<file path="src/rtl/instr_mem_ctrl_pkg.sv">
// Shared types and address decoding for the instruction memory controller.
// Optional feature macro: INSTR_MEM_PARITY_EN (adds a stored even-parity bit per word).
package instr_mem_pkg;

  typedef enum logic [1:0] {
    FAULT_NONE     = 2'b00,
    FAULT_MISALIGN = 2'b01,
    FAULT_RANGE    = 2'b10,
    FAULT_PARITY   = 2'b11
  } fault_e;

  typedef enum logic {
    ST_EMPTY = 1'b0,
    ST_FULL  = 1'b1
  } state_e;

  // Classifies a byte address against a word array of 2**idx_w entries whose
  // words span 2**off_w bytes. Misalignment wins over out-of-range. Loads pass
  // ignore_low=1 because their low byte bits are simply discarded. Addresses
  // are zero-extended to 64 bits by the caller, so ADDR_W must not exceed 64.
  function automatic fault_e addr_decode(input logic [63:0] addr,
                                         input int unsigned off_w,
                                         input int unsigned idx_w,
                                         input logic ignore_low);
    logic [63:0] low_mask;
    low_mask = (64'd1 << off_w) - 64'd1;
    if (!ignore_low && ((addr & low_mask) != 64'd0)) return FAULT_MISALIGN;
    if ((addr >> (off_w + idx_w)) != 64'd0) return FAULT_RANGE;
    return FAULT_NONE;
  endfunction

endpackage

</file>
<file path="src/rtl/instr_mem_ctrl_if.sv">
// Fetch and loader bus of the instruction memory. The memory is the slave,
// the fetch stage / program loader side is the master.
interface instr_mem_ctrl_if #(
  parameter int DATA_W = 32,
  parameter int ADDR_W = 32
);
  logic              reqValid;
  logic              reqReady;
  logic [ADDR_W-1:0] reqAddr;
  logic              rspValid;
  logic              rspReady;
  logic [DATA_W-1:0] rspData;
  logic [1:0]        rspFault;
  logic              loadEn;
  logic [ADDR_W-1:0] loadAddr;
  logic [DATA_W-1:0] loadData;

  modport master (
    output reqValid, reqAddr, rspReady, loadEn, loadAddr, loadData,
    input  reqReady, rspValid, rspData, rspFault
  );

  modport slave (
    input  reqValid, reqAddr, rspReady, loadEn, loadAddr, loadData,
    output reqReady, rspValid, rspData, rspFault
  );
endinterface

</file>
<file path="src/rtl/instr_mem_ctrl_array.sv">
// Word storage: one write port, one registered read port. A read and a write
// to the same word on the same edge return the word as it was before the write.
module instr_mem_array #(
  parameter int WIDTH = 32,
  parameter int DEPTH = 64,
  parameter int IDX_W = $clog2(DEPTH)
) (
  input  logic             clk,
  input  logic             resetN,
  input  logic             wr_en,
  input  logic [IDX_W-1:0] wr_idx,
  input  logic [WIDTH-1:0] wr_word,
  input  logic             rd_en,
  input  logic [IDX_W-1:0] rd_idx,
  output logic [WIDTH-1:0] rd_word
);

  logic [WIDTH-1:0] mem_q [DEPTH];
  logic [WIDTH-1:0] rd_word_q;
  logic [WIDTH-1:0] rd_word_d;

  // Capture the addressed word only on a read, otherwise hold the last word.
  always_comb begin
    rd_word_d = rd_word_q;
    if (rd_en) rd_word_d = mem_q[rd_idx];
  end

  // Read register clears on reset so the response data starts at zero.
  always_ff @(posedge clk or negedge resetN) begin
    if (!resetN) rd_word_q <= '0;
    else         rd_word_q <= rd_word_d;
  end

  // Storage itself is never reset; a program survives a reset pulse.
  always_ff @(posedge clk) begin
    if (wr_en) mem_q[wr_idx] <= wr_word;
  end

  assign rd_word = rd_word_q;

endmodule

</file>
<file path="src/rtl/instr_mem_ctrl.sv">
// Synchronous-read instruction memory for the fetch stage: byte-addressed
// req/rsp handshake with one cycle latency, a write-only loader port, and
// fault reporting for misaligned, out-of-range and (optionally) parity errors.
// Optional feature macro: INSTR_MEM_PARITY_EN.
module instr_mem_ctrl
  import instr_mem_pkg::*;
#(
  parameter int DATA_W = 32,
  parameter int DEPTH  = 64,
  parameter int ADDR_W = 32
) (
  input  logic             clk,
  input  logic             resetN,
  instr_mem_ctrl_if.slave  bus
);

  localparam int unsigned OFF_W = $clog2(DATA_W / 8);
  localparam int unsigned IDX_W = $clog2(DEPTH);
`ifdef INSTR_MEM_PARITY_EN
  localparam int MEM_W = DATA_W + 1;
`else
  localparam int MEM_W = DATA_W;
`endif

  state_e             state_q, state_d;
  fault_e             fault_q, fault_d;
  fault_e             req_fault;
  fault_e             load_fault;
  logic               accept;
  logic               rd_en;
  logic               wr_en;
  logic [IDX_W-1:0]   rd_idx;
  logic [IDX_W-1:0]   wr_idx;
  logic [MEM_W-1:0]   wr_word;
  logic [MEM_W-1:0]   rd_word;
  logic               parity_err;

  // Classify both incoming addresses; loads only care about range.
  always_comb begin
    req_fault  = addr_decode(64'(bus.reqAddr), OFF_W, IDX_W, 1'b0);
    load_fault = addr_decode(64'(bus.loadAddr), OFF_W, IDX_W, 1'b1);
  end

  assign rd_idx = bus.reqAddr[OFF_W +: IDX_W];
  assign wr_idx = bus.loadAddr[OFF_W +: IDX_W];

  // A new request fits whenever the output register is empty or draining now.
  assign bus.reqReady = (state_q == ST_EMPTY) || bus.rspReady;
  assign accept       = bus.reqValid && bus.reqReady;
  assign rd_en        = accept && (req_fault == FAULT_NONE);
  assign wr_en        = bus.loadEn && (load_fault == FAULT_NONE);

`ifdef INSTR_MEM_PARITY_EN
  assign wr_word = {^bus.loadData, bus.loadData};
`else
  assign wr_word = bus.loadData;
`endif

  instr_mem_array #(
    .WIDTH (MEM_W),
    .DEPTH (DEPTH),
    .IDX_W (IDX_W)
  ) u_array (
    .clk     (clk),
    .resetN  (resetN),
    .wr_en   (wr_en),
    .wr_idx  (wr_idx),
    .wr_word (wr_word),
    .rd_en   (rd_en),
    .rd_idx  (rd_idx),
    .rd_word (rd_word)
  );

  // Next-state of the output register: fill on accept, drain when consumed.
  always_comb begin
    state_d = state_q;
    fault_d = fault_q;
    if (accept) begin
      state_d = ST_FULL;
      fault_d = req_fault;
    end else if (bus.rspReady) begin
      state_d = ST_EMPTY;
    end
  end

  // Handshake state and the latched fault code of the current response.
  always_ff @(posedge clk or negedge resetN) begin
    if (!resetN) begin
      state_q <= ST_EMPTY;
      fault_q <= FAULT_NONE;
    end else begin
      state_q <= state_d;
      fault_q <= fault_d;
    end
  end

  // The parity check only means something when the array was actually read.
`ifdef INSTR_MEM_PARITY_EN
  assign parity_err = (fault_q == FAULT_NONE) && (^rd_word);
`else
  assign parity_err = 1'b0;
`endif

  assign bus.rspValid = (state_q == ST_FULL);
  assign bus.rspFault = parity_err ? FAULT_PARITY : fault_q;
  assign bus.rspData  = ((fault_q != FAULT_NONE) || parity_err) ? '0 : rd_word[DATA_W-1:0];

endmodule

</file>
<file path="src/flat_wrapper.sv">
// flat-port wrapper written by rule: the top's interface ports become plain ports
module instr_mem_ctrl_flat import instr_mem_pkg::*;
#(
  parameter int DATA_W = 32,
  parameter int DEPTH  = 64,
  parameter int ADDR_W = 32
)
  (clk, resetN, bus_reqValid, bus_reqAddr, bus_rspReady, bus_loadEn, bus_loadAddr, bus_loadData, bus_reqReady, bus_rspValid, bus_rspData, bus_rspFault);
  instr_mem_ctrl_if #(.DATA_W(DATA_W), .ADDR_W(ADDR_W)) bus_i ();
  input  logic clk;
  input  logic resetN;
  input wire logic [$bits(bus_i.reqValid)-1:0] bus_reqValid;
  input wire logic [$bits(bus_i.reqAddr)-1:0] bus_reqAddr;
  input wire logic [$bits(bus_i.rspReady)-1:0] bus_rspReady;
  input wire logic [$bits(bus_i.loadEn)-1:0] bus_loadEn;
  input wire logic [$bits(bus_i.loadAddr)-1:0] bus_loadAddr;
  input wire logic [$bits(bus_i.loadData)-1:0] bus_loadData;
  output wire logic [$bits(bus_i.reqReady)-1:0] bus_reqReady;
  output wire logic [$bits(bus_i.rspValid)-1:0] bus_rspValid;
  output wire logic [$bits(bus_i.rspData)-1:0] bus_rspData;
  output wire logic [$bits(bus_i.rspFault)-1:0] bus_rspFault;
  assign bus_i.reqValid = bus_reqValid;
  assign bus_i.reqAddr = bus_reqAddr;
  assign bus_i.rspReady = bus_rspReady;
  assign bus_i.loadEn = bus_loadEn;
  assign bus_i.loadAddr = bus_loadAddr;
  assign bus_i.loadData = bus_loadData;
  assign bus_reqReady = bus_i.reqReady;
  assign bus_rspValid = bus_i.rspValid;
  assign bus_rspData = bus_i.rspData;
  assign bus_rspFault = bus_i.rspFault;
  instr_mem_ctrl #(.DATA_W(DATA_W), .DEPTH(DEPTH), .ADDR_W(ADDR_W)) u_core (.clk(clk), .resetN(resetN), .bus(bus_i));
endmodule
</file>
<file path="config.mk">
export PLATFORM = sky130hd
export DESIGN_NAME = instr_mem_ctrl_flat
export DESIGN_NICKNAME = d
export VERILOG_FILES = /design/src/rtl/instr_mem_ctrl_pkg.sv /design/src/rtl/instr_mem_ctrl_if.sv /design/src/rtl/instr_mem_ctrl_array.sv /design/src/rtl/instr_mem_ctrl.sv /design/src/flat_wrapper.sv
export SDC_FILE = /design/constraint.sdc
export NUM_CORES = 2
export LEC_CHECK = 0
export BUFFER_PORTS_ARGS = -buffer_cell sky130_fd_sc_hd__buf_2
export CAP_MARGIN = 15
export CORE_UTILIZATION = 40
export CTS_CLUSTER_DIAMETER = 150
export CTS_CLUSTER_SIZE = 28
export DETAILED_ROUTE_END_ITERATION = 7
export PLACE_DENSITY = 0.62
export SLEW_MARGIN = 20
export SYNTH_ARGS = -nofsm -noshare
export SYNTH_HDL_FRONTEND = slang
export SYNTH_HIERARCHICAL = 1
export SYNTH_SLANG_ARGS = --single-unit
</file>
<file path="constraint.sdc">
create_clock -name clk -period 6.9 [get_ports clk]
set_input_delay 1.725 -clock clk [delete_from_list [all_inputs] [get_ports clk]]
set_output_delay 1.725 -clock clk [all_outputs]
set_load 0.1 [all_outputs]
</file>
======== After elaboration in Yosys (flattened, before gate mapping) ========
Memory sizes are Yosys's and may differ from the RTL's. A register that Yosys moved wholly into a read port is not among the register bits.
Index checks and enable logic that the tools add are counted.
cells by class
  multiplexer cells ....................... 15
  bitwise gates (word level) .............. 1
  reduce and logical (&&, ||, !) cells .... 12
operators with widths
  operator             count
  64-bit nonzero test  3
  32-bit 2-to-1 mux    1
  2-bit 2-to-1 mux     6
  1-bit 2-to-1 mux     8
  2-bit logical NOT    2
  2-bit nonzero test   2
  1-bit logical AND    3
  1-bit logical NOT    1
  1-bit logical OR     1
  1-bit NOT            1
word-level totals
  register bits after elaboration ......... 3
  memory bits (writable) .................. 2,048
  bits of input ports ..................... 101
  output and inout bits ................... 36
  logic and storage cells ................. 31
  memories kept ........................... 1
memories
  name                  depth  width  read ports  clocked after Yosys merged registers in  wr ports  RTL line                    RTL
  u_core.u_array.mem_q  64     32     1           1                                        1         instr_mem_ctrl_array.sv:18  logic [WIDTH-1:0] mem_q [DEPTH];

======== Longest topological paths before layout ========
  depth in word-level cells ............... 7
  gate-level depth with buffers ........... 10
  mapped depth without buffers ............ 10

======== By module ========
The synthesis kept the hierarchy.
by module, submodules not included
  module           instances  cells each  area an instance (um^2)  seq. area each (um^2)
  instr_mem_array  1          3,843       79,990.5                 62,299.8
  instr_mem_ctrl   1          67          467.9                    75.1

======== Least setup slack after synthesis ========
No wires, ideal clock.
  path type ............................... input-to-reg
  start ................................... input bus_loadAddr[9]
  end ..................................... memory u_core.u_array.mem_q[48][0] (enable)
  setup time .............................. 461 ps
  arrival ................................. 5,064 ps
  path slack .............................. 1,375 ps
  stages .................................. 6
  buffers on the path ..................... 0
  cell sequence ........................... nor4b_1 > nand4_1 > nor2_1 > nand3_1 > or3_1 > nor3_1
on the way
  longest elaborated chain between the ends .. 7
RTL lines
  what                                    RTL line                    RTL
  start, declared                         flat_wrapper.sv:16          input wire logic [$bits(bus_i.loadAddr)-1:0] bus_loadAddr;
  64-bit nonzero test                     instr_mem_ctrl_pkg.sv:28    if ((addr >> (off_w + idx_w)) != 64'd0) return FAULT_RANGE;
  1-bit 2-to-1 mux                        instr_mem_ctrl_pkg.sv:28
  2-bit 2-to-1 mux                        instr_mem_ctrl_pkg.sv:29    return FAULT_NONE;
  2-bit logical NOT                       instr_mem_ctrl.sv:51        assign wr_en = bus.loadEn && (load_fault == FAULT_NONE);
  1-bit logical AND                       instr_mem_ctrl.sv:51
  named net u_core.wr_en                  instr_mem_ctrl.sv:31        logic wr_en;
  1-bit 2-to-1 mux                        instr_mem_ctrl_array.sv:36  if (wr_en) mem_q[wr_idx] <= wr_word;
  1-bit 2-to-1 mux (implied by the code)  instr_mem_ctrl_array.sv:36
  end, declared                           instr_mem_ctrl_array.sv:18
The timed path passes the listed nets, and every way through them passes these cells.

======== Final worst setup path ========
  start ................................... input bus_loadAddr[12]
  end ..................................... memory u_core.u_array.mem_q[41][17] (enable)
The elaborated chain is that of the path after synthesis.

==> metrics.txt <==
status=complete, but fails checks; failing checks=design-rule violations; maximum clock frequency=0.202 GHz; sequential area share after synthesis=0.775; Worst Setup Start Kind=input port; reg2reg path depth=11; total wire length=202000 um; DRC errors left=4; Hold EP=u_core/bus.rspFault[1]; core box area=0.200 mm^2; Row Count=164; number of global-route vias before repair=37600; Root Driver=clkbuf_16; minimum clock period=4.95 ns; met2 WL=95700 um; CTS tree=built; Post-synth ARST share=0.0168; Crit. End Element=register; Synth Register Bits=2083; WP buf/inv=2; port bufs=134; Initial Utilization=0.403; Worst EP required=7.33 ns; setup TNS=0 ns; final net count=4159; Peak supply drop=0.000226 V; top post-synthesis cells by area=edfxtp_1, mux4_2, mux2i_1; Hold Crit Depth=2; ys flop type=edfxtp_1; clk buf depth=3; Rel. slew slack=0.214; Slew Viols, Final=0; area share of the largest cell type after synthesis=0.764; iteration count of the initial detailed-routing pass=7; CP peak stage delay=0.99 ns; Synth Warn #=6; count of final setup violators=0; vias post-DR=38600; Fin Clk Skew=0.0407 ns; Num CTS Buffers=84; Num Clock Sinks=2083; worst r2r dst=u_core/u_array/rd_word[30]; dominant cell type by area after synthesis=edfxtp_1; Max FO, Critical Path=18; initial drt markers=4454; leakage power=27.5 nW; hpwl dp=118000 um; GRT Util Overall=0.196; Final Hold Viols=0; CTS clk-pin slew, worst paths=0.11 ns; Layout area overhead=8.92%; max_cap viols=0; antenna violation net count after detailed routing=0; hold buffers post-CTS=0; total global routing overflow=0; Unique masters post-synth=44; FF-to-FF setup slack=2.92 ns; Post-synth EDFFs=2048; Hold WS=0.549 ns; Slew @ Worst Pin=1.18 ns; critical path class=in2reg; full die area=0.203 mm^2; Die Y=450 um; slowest CP cell=nor2_4; GPL Wtd Cong=0.893; Data arrival, critical path=5.38 ns; Avg Vias per Cell=5.69; hold path startpoint=u_core/bus.rspFault[1]; initial antenna violation count=14; M1 WL=83900 um; H-tree depth=3; RR Startpoint=u_core/bus.rspValid; syn_area_per_cell=20.6 um^2; Syn Inst Count=3910; worst hold path class=reg2reg; DR WL met3=14000 um; synthesized area=0.0805 mm^2; Die X=450 um; RSZ-0062 raised after global routing=no; clk_lat worst skew=0.75 ns; postcts setup bufs=0; io pins=137; top routing layer in use=met5; Avg WL per Cell=29.7 um; Syn Nets=4011; Critical Path, Cell by Cell=buf_2, nor4_1, nand4_1, nor2_1, nand3_1, nor2_4, buf_4; PD cells=241 mW/mm^2; first-pass GRT wire length=284000 um; cts repair resizes=0; CP delay by family, top=simple AND/OR/NAND/NOR gates; share of layout cells above drive strength 1=0.218; Final period util=0.717; pin count of the biggest net entering global routing=83
==> sequential cells by signal, indices dropped and copies added (netlist names) <==
| name | cells |
|---|---|
| u_core/u_array/mem_q | 2048 |
| u_core/u_array/rd_word | 32 |
| u_core/bus.rspFault | 2 |
| u_core/bus.rspValid | 1 |
==> power breakdown <==
group | switching [W] | internal (W) | total (W) | leakage, nW
registers | 0.00000397 | 0.0139 | 0.0139 | 18.9
logic | 0.000807 | 0.000384 | 0.00119 | 7.47
clock network | 0.00373 | 0.00236 | 0.00609 | 1.14
total | 0.00454 | 0.0166 | 0.0212 | 27.5
==> stage by stage <==
| stage | instances | setup WS (ns) | util | total power (W) | instance area [um^2] |
|---|---|---|---|---|---|
| finish | 6781 | 1.95 | 0.438 | 0.0212 | 87600 |
| global route | 6777 | 1.84 | 0.438 | 0.0217 | 87600 |
| CTS | 6774 | 1.98 | 0.438 | 0.0213 | 87500 |
| detailed placement | 6625 | 1.14 | 0.426 | 0.0154 | 85100 |
| global placement | 6624 | 1.09 | 0.426 | 0.0153 | 85100 |
| floorplan | 3910 | 1.37 | - | 0.0148 | 80500 |
==> worst reg2reg max path, cell delays in order, from the launching register on <==
cell	delay (ns)
dfrtp_1	0.71
nand2b_4	0.22
nand2_2	0.29
or3_4	0.46
nor3_4	0.11
buf_4	0.40
nor2b_1	0.31
a21oi_1	0.18
o221ai_1	0.12
or4_1	0.63
o22ai_1	0.25
o221ai_1	0.16
==> logic make-up (layout without fill, tap and decap cells) <==
kind of cell	after synthesis	count (layout)	share of synthesized area
simple gates	511	511	0.0318
other cells	0	4	0
buf+inv	225	436	0.0143
mux	770	770	0.152
flops	2083	2083	0.775
compound gates	321	321	0.0264
==> synth_stat cells, types with 8 or more instances <==
cell      count
mux2_2       95
o221ai_1     33
o32ai_1      31
mux4_2      353
and2_1       32
nor4_1       72
clkbuf_1     94
a211oi_1     62
buf_4        17
nand2_1      41
o22ai_1      97
nor2b_1      98
mux2i_1     321
buf_6        18
buf_2        82
nor2_1      228
edfxtp_1   2048
a21oi_1      96
dfrtp_1      35
buf_1        12
nand3_1       8
==> worst max path at each step <==
stage / from / to / slack (ns) / depth (start not counted)
2_1_floorplan: bus_loadAddr[9] / u_core/u_array/mem_q[48][0] / 1.37 / 6
4_1_cts: bus_loadAddr[12] / u_core/u_array/mem_q[45][17] / 1.98 / 7
6_report: bus_loadAddr[12] / u_core/u_array/mem_q[41][17] / 1.95 / 7
3_5_place_dp: bus_loadAddr[12] / u_core/u_array/mem_q[45][10] / 1.14 / 7
5_1_grt: bus_loadAddr[12] / u_core/u_array/mem_q[35][1] / 1.84 / 7
3_3_place_gp: bus_loadAddr[9] / u_core/u_array/mem_q[45][14] / 1.09 / 7
==> placed cells by master (no fill, tap or decap), types with 2 or more instances in the layout <==
master,synthesis,final
a211oi_1,62,62
nand2b_1,4,4
mux2_2,95,95
mux4_2,353,353
o22ai_1,97,97
clkbuf_16,0,84
mux2i_1,321,321
buf_16,0,3
edfxtp_1,2048,2048
o32ai_1,31,31
buf_4,17,137
buf_12,0,13
nand3_1,8,8
buf_8,0,3
nor3_2,1,2
nand4_1,4,4
and2_1,32,32
nor2_1,228,165
diode_2,0,4
nand4b_1,3,3
clkbuf_1,94,59
dfrtp_1,35,35
inv_16,0,2
nor2b_1,98,97
inv_6,0,3
o221ai_1,33,33
a21oi_1,96,96
nand2_1,41,41
or3_1,2,2
buf_2,82,129
nor4_1,72,72
nand3b_1,3,3
nor2_4,0,62
==> metal layers <==
metal / GRT usage / vias to the layer above
met3: 0.0249 / 228
li1: - / 16300
met5: 0 / -
met1: 0.277 / 20700
met4: 0.0719 / 6
met2: 0.312 / 1322
==> cell type report <==
cell class	instances	area [um^2]
Sequential cell	2083	62400
Clock inverter	6	82.6
Clock buffer	143	2320
Tap cell	2656	3320
Multi-Input combinational cell	1602	17400
Antenna cell	4	10.0
Timing Repair Buffer	286	2070
Inverter	1	3.75
Fill cell	17000	112000
No activity file was read; power rests on OpenSTA's default activity.
